===== src/rtl/cpu_mem_arbiter.sv =====
// cpu_mem_arbiter: shares one memory bus between the CPU fetch (I) and data (D) ports.
// One request buffer per port; D has priority, with a starvation guard that protects I.
module cpu_mem_arbiter #(
   parameter int unsigned STARVE_LIMIT = 4
) (
   input  logic        clock,
   input  logic        reset,
   input  logic        i_request,
   input  logic [31:0] i_addr,
   output logic        i_busy,
   output logic        i_valid,
   output logic [31:0] i_rdata,
   input  logic        d_request,
   input  logic        d_write,
   input  logic [31:0] d_addr,
   input  logic [31:0] d_wdata,
   input  logic [3:0]  d_wstrb,
   output logic        d_read_pending,
   output logic        d_write_pending,
   output logic [31:0] d_rdata,
   output logic        bus_request,
   output logic        bus_write,
   output logic [31:0] bus_addr,
   output logic [31:0] bus_wdata,
   output logic [3:0]  bus_wstrb,
   input  logic        bus_ack,
   input  logic [31:0] bus_rdata
);

   localparam int unsigned   CW         = (STARVE_LIMIT < 1) ? 1 : $clog2(STARVE_LIMIT + 1);
   localparam logic [CW-1:0] STARVE_MAX = CW'(STARVE_LIMIT);

   typedef enum logic [1:0] {
      IDLE  = 2'd0,
      GNT_I = 2'd1,
      GNT_D = 2'd2
   } state_t;

   state_t        state_q, state_d;
   logic [CW-1:0] starve_q, starve_d;

   // Request buffers
   logic          i_full_q, i_full_d;
   logic [31:0]   i_addr_q, i_addr_d;
   logic          d_full_q, d_full_d;
   logic          d_write_q, d_write_d;
   logic [31:0]   d_addr_q, d_addr_d;
   logic [31:0]   d_wdata_q, d_wdata_d;
   logic [3:0]    d_wstrb_q, d_wstrb_d;

   // Registered bus and response outputs
   logic          bus_request_q, bus_request_d;
   logic          bus_write_q, bus_write_d;
   logic [31:0]   bus_addr_q, bus_addr_d;
   logic [31:0]   bus_wdata_q, bus_wdata_d;
   logic [3:0]    bus_wstrb_q, bus_wstrb_d;
   logic          i_valid_q, i_valid_d;
   logic [31:0]   i_rdata_q, i_rdata_d;
   logic [31:0]   d_rdata_q, d_rdata_d;

   logic          i_release, d_release;
   logic          i_cap, d_cap;
   logic          arb, i_elig, d_elig;
   logic          grant_i, grant_d;

   // Buffer bookkeeping: release on own ack, capture when empty or released this cycle.
   always_comb begin
      // NOTE: every signal gets a default at the top of a combinational block so no path infers a latch.
      i_release = bus_ack && (state_q == GNT_I);
      d_release = bus_ack && (state_q == GNT_D);
      i_cap     = i_request && (!i_full_q || i_release);
      d_cap     = d_request && (!d_full_q || d_release);

      i_full_d  = i_cap || (i_full_q && !i_release);
      i_addr_d  = i_cap ? i_addr : i_addr_q;

      d_full_d  = d_cap || (d_full_q && !d_release);
      d_write_d = d_cap ? d_write : d_write_q;
      d_addr_d  = d_cap ? d_addr  : d_addr_q;
      d_wdata_d = d_cap ? d_wdata : d_wdata_q;
      d_wstrb_d = d_cap ? d_wstrb : d_wstrb_q;
   end

   // Next-state: arbitrate from IDLE on registered occupancy, or on ack including same-edge captures.
   always_comb begin
      state_d  = state_q;
      starve_d = starve_q;
      arb      = 1'b0;
      i_elig   = 1'b0;
      d_elig   = 1'b0;
      grant_i  = 1'b0;
      grant_d  = 1'b0;

      case (state_q)
         IDLE: begin
            arb    = 1'b1;
            i_elig = i_full_q;
            d_elig = d_full_q;
         end
         GNT_I, GNT_D: begin
            if (bus_ack) begin
               arb    = 1'b1;
               i_elig = i_full_d;
               d_elig = d_full_d;
            end
         end
         default: ;
      endcase

      if (arb) begin
         if (i_elig && (!d_elig || (starve_q == STARVE_MAX))) begin
            grant_i = 1'b1;
            state_d = GNT_I;
         end else if (d_elig) begin
            grant_d = 1'b1;
            state_d = GNT_D;
         end else begin
            state_d = IDLE;
         end
      end

      if (grant_i) begin
         starve_d = '0;
      end else if (grant_d && i_elig) begin
         starve_d = starve_q + CW'(1);
      end else if (!i_full_q) begin
         starve_d = '0;
      end
   end

   // Outputs: bus fields load only on a grant and are cleared when the bus goes idle.
   always_comb begin
      bus_request_d = bus_request_q;
      bus_write_d   = bus_write_q;
      bus_addr_d    = bus_addr_q;
      bus_wdata_d   = bus_wdata_q;
      bus_wstrb_d   = bus_wstrb_q;

      if (grant_i) begin
         bus_request_d = 1'b1;
         bus_write_d   = 1'b0;
         bus_addr_d    = i_addr_d;
         bus_wdata_d   = '0;
         bus_wstrb_d   = '0;
      end else if (grant_d) begin
         bus_request_d = 1'b1;
         bus_write_d   = d_write_d;
         bus_addr_d    = d_addr_d;
         bus_wdata_d   = d_write_d ? d_wdata_d : '0;
         bus_wstrb_d   = d_write_d ? d_wstrb_d : '0;
      end else if (arb) begin
         bus_request_d = 1'b0;
         bus_write_d   = 1'b0;
         bus_addr_d    = '0;
         bus_wdata_d   = '0;
         bus_wstrb_d   = '0;
      end

      i_valid_d = i_release;
      i_rdata_d = i_release ? bus_rdata : i_rdata_q;
      d_rdata_d = (d_release && !d_write_q) ? bus_rdata : d_rdata_q;
   end

   always_ff @(posedge clock or posedge reset) begin
      // NOTE: sequential state uses non-blocking assignments so every flop samples pre-edge values.
      if (reset) begin
         state_q <= IDLE;
      end else begin
         state_q <= state_d;
      end
   end

   always_ff @(posedge clock or posedge reset) begin
      if (reset) begin
         starve_q      <= '0;
         i_full_q      <= 1'b0;
         i_addr_q      <= '0;
         d_full_q      <= 1'b0;
         d_write_q     <= 1'b0;
         d_addr_q      <= '0;
         d_wdata_q     <= '0;
         d_wstrb_q     <= '0;
         bus_request_q <= 1'b0;
         bus_write_q   <= 1'b0;
         bus_addr_q    <= '0;
         bus_wdata_q   <= '0;
         bus_wstrb_q   <= '0;
         i_valid_q     <= 1'b0;
         i_rdata_q     <= '0;
         d_rdata_q     <= '0;
      end else begin
         starve_q      <= starve_d;
         i_full_q      <= i_full_d;
         i_addr_q      <= i_addr_d;
         d_full_q      <= d_full_d;
         d_write_q     <= d_write_d;
         d_addr_q      <= d_addr_d;
         d_wdata_q     <= d_wdata_d;
         d_wstrb_q     <= d_wstrb_d;
         bus_request_q <= bus_request_d;
         bus_write_q   <= bus_write_d;
         bus_addr_q    <= bus_addr_d;
         bus_wdata_q   <= bus_wdata_d;
         bus_wstrb_q   <= bus_wstrb_d;
         i_valid_q     <= i_valid_d;
         i_rdata_q     <= i_rdata_d;
         d_rdata_q     <= d_rdata_d;
      end
   end

   assign i_busy          = i_full_q;
   assign i_valid         = i_valid_q;
   assign i_rdata         = i_rdata_q;
   assign d_read_pending  = d_full_q && !d_write_q;
   assign d_write_pending = d_full_q && d_write_q;
   assign d_rdata         = d_rdata_q;
   assign bus_request     = bus_request_q;
   assign bus_write       = bus_write_q;
   assign bus_addr        = bus_addr_q;
   assign bus_wdata       = bus_wdata_q;
   assign bus_wstrb       = bus_wstrb_q;

endmodule


===== config.mk =====
export PLATFORM = sky130hd
export DESIGN_NAME = cpu_mem_arbiter
export DESIGN_NICKNAME = d
export VERILOG_FILES = /design/src/rtl/cpu_mem_arbiter.sv
export SDC_FILE = /design/constraint.sdc
export NUM_CORES = 1
export LEC_CHECK = 0
export ABC_AREA = 1
export BUFFER_PORTS_ARGS = -buffer_cell sky130_fd_sc_hd__buf_2
export CAP_MARGIN = 20
export CORE_MARGIN = 3
export CORE_UTILIZATION = 40
export DETAILED_ROUTE_END_ITERATION = 8
export GPL_TIMING_DRIVEN = 0
export PLACE_DENSITY_LB_ADDON = 0.3
export SYNTH_ARGS = -nofsm -noshare
export SYNTH_HDL_FRONTEND = slang
export SYNTH_SLANG_ARGS = --single-unit

===== constraint.sdc =====
create_clock -name clock -period 16.7 [get_ports clock]
set_input_delay 0.835 -clock clock [delete_from_list [all_inputs] [get_ports clock]]
set_output_delay 0.835 -clock clock [all_outputs]
set_load 0.01 [all_outputs]

# Yosys cells after proc, flatten, opt, wreduce, memory -nomap -nowiden
# Index checks and enable logic that the tools add are counted.
[totals] reg_bits=243 wordCells=83
[classes] mux=36 n_eq_ne=4 n_addsub=1 reduce_logical=25
[ops] cell="two-way mux 32 bit" count=9
[ops] cell="two-way mux 4 bit" count=5
[ops] cell="two-way mux 1 bit" count=14
[ops] cell="logical AND 1 bit" count=11
[ops] cell="two-way mux 3 bit" count=3
[ops] cell="logical NOT 1 bit" count=6
[ops] cell="case mux 1 bit (2 select lines)" count=3
[ops] cell="logical OR 1 bit" count=5
[ops] cell="two-way mux 2 bit" count=2
[ops] cell="adder 3 x 1 -> 3 bit, second input constant" count=1
[ops] cell="equality test 3 bit, second input constant" count=1
[ops] cell="!= test 3 x 1 -> 1 bit, second input constant" count=1
[ops] cell="nonzero test 3 bit" count=1
[ops] cell="equality test 2 x 1 -> 1 bit, second input constant" count=1
[ops] cell="equality test 2 bit, second input constant" count=1
[ops] cell="logical NOT 2 bit" count=1
[ops] cell="OR reduction 2 bit" count=1

# Longest topological paths before layout
# Gate-level depths: netlist of the first run.
[logic_depth] ltp_word=15 mapped_depth=13 depth_no_buf=12

# Worst setup path after synthesis of the first run
# No wires, ideal clock.
[synth_timing] path_type="in2reg" startpoint="input i_request" endpoint="register bus_addr_q[0], in the netlist bus_addr[0]" arrival_ps=1733 required_ps=16584 path_slack_ps=14850 stages=9 setup_ps=116 cell_sequence="buf_2 > inv_1 > nand2_1 > nand2_1 > a21oi_4 > nand2_4 > buf_2 > nand3_1 > nand2_1"
[synth_via] elab_chain_cells=9
[synth_rtl] element="start: declaration" line_no="8" source="input logic i_request,"
[synth_rtl] element="logical AND 1 bit *" line_no="71" source="i_cap = i_request && (!i_full_q || i_release);"
[synth_rtl] element="logical OR 1 bit *" line_no="74" source="i_full_d = i_cap || (i_full_q && !i_release);"
[synth_rtl] element="via i_full_d" line_no="43" source="logic i_full_q, i_full_d;"
[synth_rtl] element="two-way mux 1 bit *" line_no="101" source="if (bus_ack) begin"
[synth_rtl] element="case mux 1 bit (2 select lines) *" line_no="94" source="case (state_q)"
[synth_rtl] element="logical AND 1 bit *" line_no="111" source="if (i_elig && (!d_elig || (starve_q == STARVE_MAX))) begin"
[synth_rtl] element="two-way mux 1 bit" line_no="111"
[synth_rtl] element="two-way mux 1 bit" line_no="110" source="if (arb) begin"
[synth_rtl] element="two-way mux 32 bit" line_no="145" source="end else if (grant_d) begin"
[synth_rtl] element="two-way mux 32 bit" line_no="139" source="if (grant_i) begin"
[synth_rtl] element="end signal: assignment" line_no="202" source="bus_addr_q <= bus_addr_d;"
[synth_rtl] element="end: declaration" line_no="54" source="logic [31:0] bus_addr_q, bus_addr_d;"
# Mark *: on every way through the listed nets, which the timed path passes. The rest lies on a longest branch.
# A chain may end at the register's enable or synchronous reset.

# Worst setup path in the final report of the first run
[layout_timing] startpoint="register state_q[0]" endpoint="register bus_wdata_q[13], in the netlist bus_wdata[13]"
[layout_via] elab_chain_cells=14
[layout_rtl] element="start: declaration" line_no="39" source="state_t state_q, state_d;"
[layout_rtl] element="start signal: assignment" line_no="169" source="state_q <= state_d;"
[layout_rtl] element="equality test 2 bit" line_no="70, 94"
[layout_rtl] element="logical AND 1 bit" line_no="70" source="d_release = bus_ack && (state_q == GNT_D);"
[layout_rtl] element="logical OR 1 bit / logical NOT 1 bit (equally long branches)" line_no="72, 77"
[layout_rtl] element="logical AND 1 bit, on equally long branches" line_no="72, 77"
[layout_rtl] element="logical OR 1 bit" line_no="77" source="d_full_d = d_cap || (d_full_q && !d_release);"
[layout_rtl] element="two-way mux 1 bit" line_no="101"
[layout_rtl] element="case mux 1 bit (2 select lines)" line_no="94"
[layout_rtl] element="logical NOT 1 bit" line_no="111"
[layout_rtl] element="logical OR 1 bit" line_no="111"
[layout_rtl] element="logical AND 1 bit" line_no="111"
[layout_rtl] element="two-way mux 1 bit" line_no="111"
[layout_rtl] element="two-way mux 1 bit" line_no="110"
[layout_rtl] element="two-way mux 32 bit" line_no="145"
[layout_rtl] element="two-way mux 32 bit" line_no="139"
[layout_rtl] element="end signal: assignment" line_no="203" source="bus_wdata_q <= bus_wdata_d;"
[layout_rtl] element="end: declaration" line_no="55" source="logic [31:0] bus_wdata_q, bus_wdata_d;"
# Several ways; a longest one is shown, not always the timed one.

==> run metrics, run 1 <==
area grow syn2layout=26.99%; worst setup path end=bus_wdata[13]$_DFFE_PP0P_; Site Rows=57; Least-Margin Pin Slew=821.6 ps; synth unique cells=22; share of the yosys chip area belonging to registers=59.30%; Max-Cap Viols=0; Routed WL per cell=approximately 16 um; IO buf count=273; layout cells sized above 1=between 20% and 30%; CP Capture Type=flop; CP max stage cell=clkbuf_1; syn nets=1357; first-pass GRT wire length=46900 um; Syn Inst Count=1213; setup TNS=0 ps; Worst Skew=about 12 ps; Critical Path AT=2690 ps; Finished Cell Area=0.01302 mm2; fmax=0.4481 GHz; Combinational Power Share=42.2%; Hold Crit Class=in2async; Post-CTS Hold Buffers=0; Max Root-Sink Buffers=3; DP Area=0.01206 mm2; Final setup violation count=0; CTS tree=built; fin crit period=approximately 2200 ps; Power Total=2.780 mW; CP dominant cell by count=nand2_1; Die Y-Extent=166.1 um; VDD IR max=0.1000 mV; period utilisation layout=13.36%; Final Hold Viols=0; Avg Synthesized Cell Area=between 8 and 9 um2; Total Routed Length=28970 um; CP peak stage delay=520 ps; CTS Buf Count=27; final std cells w/o fill=between 1500 and 2000; reg2reg start=state_q[0]$_DFFE_PP0P_; Seq pwr share=a little over a third; synthesized flop and latch total=243; Post-Place Cells=1811; Via Count=between 8000 and 9000; I/O pins=276; clock root buffer=clkbuf_16; core area=0.02475 mm2; antenna violations before repair=7; DRC=0; worst reg2reg path depth=10; gp weighted congestion=0.8482; Clock power frac=22.8%; nets=1660; vias in the first global route=8912; Sink Count=around 240; critical path type=reg2reg; crit path launch type=flop; Syn Std Cell Area=roughly 0.010 mm2; Reg clk slew, reported paths=60 ps; FF-to-FF End=bus_wdata[13]$_DFFE_PP0P_; Net Sw Frac=40.34%; Worst R2R Setup Slack=14470 ps; Leak=7.477 nW; Worst Path Required=about 17000 ps; synth warn=0; Slew headroom=45.22%; Clk Latency, worst-skew pair=530 ps; Post-CTS Setup Bufs=0; Cell Pwr Density=between 200 and 250 mW/mm2; Die X=approximately 170 um; gr ovfl total=0; status=finished clean; max-slew violation count=0; crit path cell chain=inv_1 > ha_1 > nand2_1 > nand2_2 > nand2_4 > clkbuf_1 > o21ai_0 > nor2_1 > nand3_1 > nand2_1; htree depth=1; Vias per Instance=around 4.8; Die Area=0.02759 mm2; pin count of the biggest net entering global routing=between 100 and 150; internal power=1.659 mW; post-CTS sizing=0; CP Max Fanout=10; Routed Antenna Nets=0; Net Sw Power=between 1 and 1.5 mW; RSZ-0062 raised after global routing=no; HPWL Detailed=~20000 um; DRT Pass-1 Iters=5; initial cell density of the core=41.43%; Iteration-0 DRC Markers=468; gr usage total=just over 20%; crit path from=state_q[0]$_DFFE_PP0P_; WHS=466.8 ps
final cells by class:
type                    count  area (um2)
diodes                      3       7.507
plain buffers              71       337.8
clock buffers              35       765.7
clock inverters            12       187.7
fillers                  2368       11730
inverters                 152       578.1
multi-input cells         747        3264
flip-flops and latches    243        6081
well taps                 324       405.4
repair buffers            274        1394
stage by stage:
step | util, % | setup WS [ps]
6_report | 52.62 | 14470
5_1_grt | 52.62 | 14270
4_1_cts | 52.59 | 14420
3_5_place_dp | 48.73 | 14170
3_3_place_gp | 48.59 | 6284
2_1_floorplan | - | 9192
cell usage in the layout, fill, tap and decap left out, types with 6 or more instances in the layout:
cell	netlist	final
nand3_1	167	167
clkbuf_16	0	27
ha_1	6	6
nor2_1	38	38
nand2_1	420	420
dfrtp_1	243	243
clkbuf_1	33	35
inv_1	151	150
clkinv_2	0	6
o21ai_0	79	79
buf_2	30	303
o21ai_1	24	24
clkbuf_8	0	6
worst max-delay path: cells and delay by family (launching register included):
kind                       cells  cell delay, ps
adders and majority gates      1             220
and+or+nand+nor                6             700
AOI/OAI and AO/OA              1             220
buffers and inverters          2             600
DFF                            1             410
state kept, by name, summed over array words and instances, names as in the netlist:
signal / cells
d_wdata_q: 32
bus_request: 1
bus_wstrb: 4
d_wstrb_q: 4
i_rdata: 32
starve_q: 3
d_full_q: 1
bus_write: 1
d_rdata: 32
i_addr_q: 32
i_busy: 1
state_q: 2
i_valid: 1
d_addr_q: 32
d_write_q: 1
bus_wdata: 32
bus_addr: 32
worst min-delay path by stage:
stage	start	endpoint	slack, ps
finish	reset	d_rdata[15]$_DFFE_PP0P_	470
CTS	d_addr_q[0]$_DFF_PP0_	d_addr_q[0]$_DFF_PP0_	470
global placement	d_addr_q[0]$_DFF_PP0_	d_addr_q[0]$_DFF_PP0_	450
detailed placement	d_addr_q[0]$_DFF_PP0_	d_addr_q[0]$_DFF_PP0_	460
floorplan	d_addr_q[0]$_DFF_PP0_	d_addr_q[0]$_DFF_PP0_	440
global route	d_addr_q[12]$_DFF_PP0_	d_addr_q[12]$_DFF_PP0_	480
power by group through the flow:
stage / logic (mW) / registers [mW] / clock network (mW)
3_5_place_dp: 1.18 / 0.981 / 0
6_report: 1.17 / 0.974 / 0.634
2_1_floorplan: 0.702 / 1.04 / 0
3_3_place_gp: 1.16 / 0.977 / 0
4_1_cts: 1.19 / 0.975 / 0.648
5_1_grt: 1.34 / 1.00 / 0.675
synthesized netlist by cell type:
library cell | n | share of area, %
buf_6 | 3 | 0.33
clkbuf_1 | 33 | 1.2
a21oi_2 | 1 | 0.085
dfrtp_1 | 243 | 59
buf_4 | 3 | 0.22
a21oi_4 | 1 | 0.16
nand2_4 | 2 | 0.22
o21ai_1 | 24 | 1.2
nand4_1 | 1 | 0.061
nand2_1 | 420 | 15
o21ai_4 | 1 | 0.16
ha_1 | 6 | 0.73
buf_2 | 30 | 1.5
nor2_1 | 38 | 1.4
xnor2_1 | 1 | 0.085
nand2_2 | 5 | 0.31
o21ai_2 | 1 | 0.085
nand3_1 | 167 | 8.2
buf_1 | 2 | 0.073
o21ai_0 | 79 | 3.9
inv_1 | 151 | 5.5
inv_2 | 1 | 0.037
per-layer routing:
| metal | share of wire [%] | routed length, um | vias up | track usage [%] |
|---|---|---|---|---|
| li1 | - | - | 4374 | - |
| met1 | 43 | 12360 | 4136 | 27.05 |
| met2 | 47 | 13560 | 267 | 33.89 |
| met3 | 6.4 | 1853 | 75 | 4.856 |
| met4 | 4.0 | 1145 | 8 | 7.269 |
| met5 | 0.18 | 51 | - | 0 |
cells by family after synthesis:
logic type      share of synthesized area [%]
fa+ha+maj                              0.7321
compound gates                          5.516
simple gates                            25.50
flops                                   59.30
buf+inv                                 8.859
xor+xnor                              0.08543
Note: power is estimated with default switching activity, not from simulation.
==> inputs of run 2 (changes only) <==
- ABC_AREA: 1 -> 0
- clock period: 16.7 -> 1.9 ns (I/O delays scaled with it)
==> run metrics, run 2 <==
synthesized flop and latch total=243; failing checks=negative setup slack; crit path launch type=flop; RSZ-0062 raised after global routing=yes; Final WS setup=-174.2 ps; Routed Antenna Nets=0; Die X=160.6 um; max-slew violation count=0; Max Root-Sink Buffers=3; Cell Pwr Density=between 1500 and 2000 mW/mm2; CP Capture Type=flop; layout cells sized above 1=52.54%; leading area contributor after synthesis=dfrtp_1; Worst Path Required=2300 ps; fmax=between 0.4 and 0.5 GHz; Final Hold Viols=0; Worst Skew=between 10 and 15 ps; Hold Crit Class=in2reg; Site Rows=55; CTS tree=built; VDD IR max=about 1.1 mV; Avg Synthesized Cell Area=15.70 um2; gp weighted congestion=approximately 0.73; DRT Pass-1 Iters=4; Syn Std Cell Area=0.009564 mm2; HPWL Detailed=16440 um; Die Y-Extent=160.6 um; syn nets=753; Syn Inst Count=609; synth cell count leaders=dfrtp_1 (243), mux2_2 (134), nor2b_1 (37); Clk Latency, worst-skew pair=520 ps; htree depth=1; core area=between 0.02 and 0.025 mm2; CTS Buf Count=26; I/O pins=276; critical path type=reg2reg; first-pass GRT wire length=41370 um; Synth area leaders=dfrtp_1 (64%), mux2_2 (16%), mux2_4 (4.7%), a32o_1 (3.8%), a221o_1 (3.3%); gr usage total=19.61%; vias in the first global route=approximately 7700; Reg clk slew, reported paths=60 ps; Critical Path AT=2470 ps; Die Area=0.02580 mm2; Routed WL per cell=18.33 um; Slew headroom=around half; Vias per Instance=4.906; IO buf count=274; EDFF count, synth=0; fin crit period=between 2000 and 2500 ps; CP Max Fanout=8; status=complete, but fails checks; Sink Count=243; ys flop type=dfrtp_1; Synth top area share=63.58%; asr flop ratio synth=100.0%; nets=1227; Post-Place Cells=roughly 1200; most common cell in the synthesized netlist=dfrtp_1; synth warn=0; share of the yosys chip area belonging to registers=63.58%; Iteration-0 DRC Markers=279; final core occ=63.27%; gr ovfl total=0; initial cell density of the core=41.49%; Final setup violation count=67; DRC=0; fill count=1714; Via Count=between 6000 and 7000; antenna violations before repair=0; final std cells w/o fill=about 1400; Max-Cap Viols=0; Least-Margin Pin Slew=735.6 ps; Leak=7.139 nW; clock root buffer=clkbuf_16; commonest non-fill, non-tap cell in the layout=buf_2; synth unique cells=39; n_diodes=0; Total Routed Length=around 26000 um; pin count of the biggest net entering global routing=43; area grow syn2layout=52.51%; period utilisation layout=109.2%; most frequent cells in the layout=buf_2 (278), dfrtp_1 (241), dlygate4sd3_1 (136)
run 2: changes by cell type after synthesis, sizes merged, moves of 20 or more:
| cell | delta |
|---|---|
| buf | -20 |
| a221o | +32 |
| nand2 | -414 |
| o21ai | -103 |
| a32o | +36 |
| inv | -145 |
| nor2 | -37 |
| nand3 | -164 |
| nor2b | +37 |
| mux2 | +164 |
run 2: critical path: stages, from the launching register on:
cell      delay, ps
dfrtp_2         440
inv_4            70
ha_4            260
nand3b_1        160
a21oi_4         220
o21ai_2          90
a21boi_4        200
buf_4           190
a221o_1         320
run 2: cell type report:
cell class                      instances  area (um2)  share of cell area, %
Tap cell                              313       391.6                  2.685
Clock inverter                         12       141.4                 0.9693
Buffer                                 36       415.4                  2.848
Timing Repair Buffer                  448        3244                  22.24
Multi-Input combinational cell        321        3540                  24.27
Inverter                                7       35.03                 0.2402
Sequential cell                       243        6083                  41.71
Clock buffer                           35       735.7                  5.044
run 2: power by group:
group          switching [mW]  internal, mW  leakage (nW)
clock network            2.02          3.12         0.434
registers                1.13          7.84          2.94
logic                    5.09          6.12          3.76
run 2: repair_timing:
item | in CTS | in global routing
resized for setup | 90 | 36
hold endpoints to repair | 265 | 0
hold buffers | 137 | 0
pin swaps | 6 | 24
buffers inserted | 16 | 8
cloned | 5 | 4
setup endpoints to repair | 122 | 81
run 2: kinds of logic (layout without fill, tap and decap cells):
| family | Yosys count | count (layout) | share of synthesized area, % |
|---|---|---|---|
| AOI/OAI and AO/OA | 87 | 87 | 8.870 |
| adders and majority gates | 6 | 6 | 0.7849 |
| buffers and inverters | 45 | 538 | 2.368 |
| DFF | 243 | 243 | 63.58 |
| muxes | 164 | 164 | 20.49 |
| and+or+nand+nor | 64 | 64 | 3.911 |
run 2: metrics by stage:
step | setup TNS [ps] | area, um2 | hold WS, ps | setup slack (ps) | power (mW)
2_1_floorplan | -337910 | 9694 | 203.4 | -1385 | 15.27
3_3_place_gp | -716820 | 11460 | 336.8 | -2833 | 18.30
3_5_place_dp | -35150 | 11580 | 250.3 | -474.6 | 18.56
4_1_cts | -7428 | 14420 | 99.34 | -165.1 | 24.95
5_1_grt | -12730 | 14590 | 140.8 | -251.5 | 26.86
6_report | -7231 | 14590 | 137.8 | -174.2 | 25.31
run 2: worst paths after layout:
kind | startpoint | to | slack, ps | cells after the start
min in group asynchronous | reset | i_addr_q[20]$_DFF_PP0_ | 260 | 3
max in group asynchronous | reset | bus_wdata[13]$_DFFE_PP0P_ | 440 | 6
setup reg to reg | state_q[0]$_DFFE_PP0P_ | bus_addr[11]$_DFFE_PP0P_ | -170 | 8
hold reg to reg | bus_wdata[11]$_DFFE_PP0P_ | bus_wdata[11]$_DFFE_PP0P_ | 490 | 1
setup / recovery | state_q[0]$_DFFE_PP0P_ | bus_addr[11]$_DFFE_PP0P_ | -170 | 8
hold / removal | bus_ack | d_full_q$_DFF_PP0_ | 140 | 4
run 2: metal layers:
metal | part of all wire, % | track usage (%) | wire length (um) | vias to the layer above
li1 | - | - | - | 3192
met1 | 42 | 25.20 | 10930 | 3463
met3 | 6.7 | 4.952 | 1730 | 52
met2 | 48 | 33.08 | 12480 | 235
met5 | 0 | 0 | 0 | -
met4 | 3.1 | 5.523 | 803 | 0
==> inputs of run 3 (changes only) <==
- PLACE_DENSITY: default -> 0.74
- PLACE_DENSITY_LB_ADDON: 0.3 -> default
==> run metrics, run 3 (synthesis results as in run 2) <==
crit path from=state_q[0]$_DFFE_PP0P_; Worst Skew=14.38 ps; CTS tree=built; HPWL Detailed=roughly 17000 um; CP max stage cell=dfrtp_2; status=complete, but fails checks; gr usage total=20.52%; Routed Antenna Nets=0; DP Area=0.01158 mm2; Worst R2R Setup Slack=-200 ps; Finished Cell Area=0.01458 mm2; initial cell density of the core=41.49%; Site Rows=55; clock root buffer=clkbuf_16; fin crit period=2097 ps; commonest non-fill, non-tap cell in the layout=buf_2; first-pass GRT wire length=42920 um; IO buf count=274; Max-Cap Viols=0; area grow syn2layout=52.49%; Worst Path Required=2290 ps; fmax=0.4768 GHz; I/O pins=276; crit path launch type=flop; Reg clk slew, reported paths=60 ps; final core occ=63.26%; antenna violations before repair=2; Final Hold Viols=0; VDD IR max=1.016 mV; Least-Margin Pin Slew=654.8 ps; failing checks=negative setup slack; fill count=between 1500 and 2000; htree depth=1; setup TNS=-7803 ps; CP Max Fanout=6; Cell Pwr Density=1760 mW/mm2; CP dominant cell by count=buf_6; Final WS setup=-197.1 ps; pin count of the biggest net entering global routing=43; Leak=7.074 nW; Routed WL per cell=19.02 um; Final setup violation count=67; max-slew violation count=0; Via Count=7116; Die X=160.6 um; CP peak stage delay=460 ps; Die Y-Extent=160.6 um; Vias per Instance=about 5; Iteration-0 DRC Markers=406; core area=between 0.02 and 0.025 mm2; Sink Count=243; Max Root-Sink Buffers=3; Hold Crit Class=in2reg; period utilisation layout=110.4%; nets=1231; gr ovfl total=0; Critical Path AT=2480 ps; layout cells sized above 1=52.54%; Total Routed Length=around 27000 um; Critical path buffers and inverters=4; DRT Pass-1 Iters=5; most frequent cells in the layout=buf_2 (275), dfrtp_1 (241), dlygate4sd3_1 (136); pre-CTS setup slack=-445.6 ps; Clk Latency, worst-skew pair=520 ps; CP Capture Type=flop; Die Area=around 0.026 mm2; vias in the first global route=between 7000 and 8000; reg2reg start=state_q[0]$_DFFE_PP0P_; Slew headroom=56.25%; gp weighted congestion=0.7900; RSZ-0062 raised after global routing=yes; DRC=0; crit path cell chain=inv_4 > ha_4 > nand3b_1 > a21oi_4 > buf_6 > o221ai_4 > buf_6 > clkbuf_8 > nor2b_1 > a221o_1; source of the worst hold timing path=bus_ack; critical path type=reg2reg; CTS Buf Count=26; WHS=138.3 ps; largest delay contributor family on the critical path=buffers and inverters
run 3: changes by cell type in the layout (fill, tap and decap cells not counted), sizes merged:
| cell | delta |
|---|---|
| diode | +2 |
| bufinv | -2 |
| clkinvlp | -1 |
| clkbuf | +9 |
| buf | +1 |
| clkinv | -7 |
run 3: worst min-delay path, cell delays in order:
cell and delay [ps]:
buf_4 160, a21bo_4 180, buf_4 120, nand2b_1 50
run 3: metrics by stage:
stage          std cells  power (mW)
2_1_floorplan        609       15.27
3_3_place_gp        1196       18.25
3_5_place_dp        1202       18.59
4_1_cts             1412       25.50
5_1_grt             1417       27.16
6_report            1417       25.66
run 3: metal layers:
| layer | track usage, % | routed length, um | vias up |
|---|---|---|---|
| met5 | 0 | 0 | - |
| met4 | 7.377 | 1053 | 0 |
| met3 | 4.462 | 1562 | 72 |
| met2 | 35.51 | 13370 | 246 |
| met1 | 25.39 | 10960 | 3597 |
| li1 | - | - | 3201 |
run 3: final cells by class:
cell class	count	area (um2)	area share, %
multi-input combinational	321	3460	23.72
inverter	7	35.03	0.2402
buffer	36	441.7	3.028
clock buffer	41	818.3	5.611
timing repair buffer	452	3311	22.70
sequential	243	6083	41.71
tap	313	391.6	2.685
antenna	2	5.005	0.03432
clock inverter	2	38.79	0.2660
run 3: report_power, final:
group	total (mW)	switching, mW	internal, mW
combinational	11.6	5.23	6.38
sequential	9.01	1.16	7.84
clock	5.04	1.99	3.06
total	25.7	8.39	17.3
run 3: what timing repair did:
action                                  in CTS  in global routing
endpoints found under the setup margin     133                 73
hold endpoints to repair                   260                  0
hold buffers                               137                  0
pin swaps                                   37                 10
gates cloned                                 5                  2
buffers inserted                            26                  2
gates resized for setup                     99                 15
run 3: final timing paths:
check | end | depth (start not counted)
worst max-delay path | bus_addr[13]$_DFFE_PP0P_ | 10
worst min-delay path | d_full_q$_DFF_PP0_ | 4
worst max register to register | bus_addr[13]$_DFFE_PP0P_ | 10
worst min register to register | bus_request$_DFFE_PP0P_ | 1
max in group asynchronous | d_wdata_q[29]$_DFF_PP0_ | 6
min in group asynchronous | d_rdata[0]$_DFFE_PP0P_ | 3
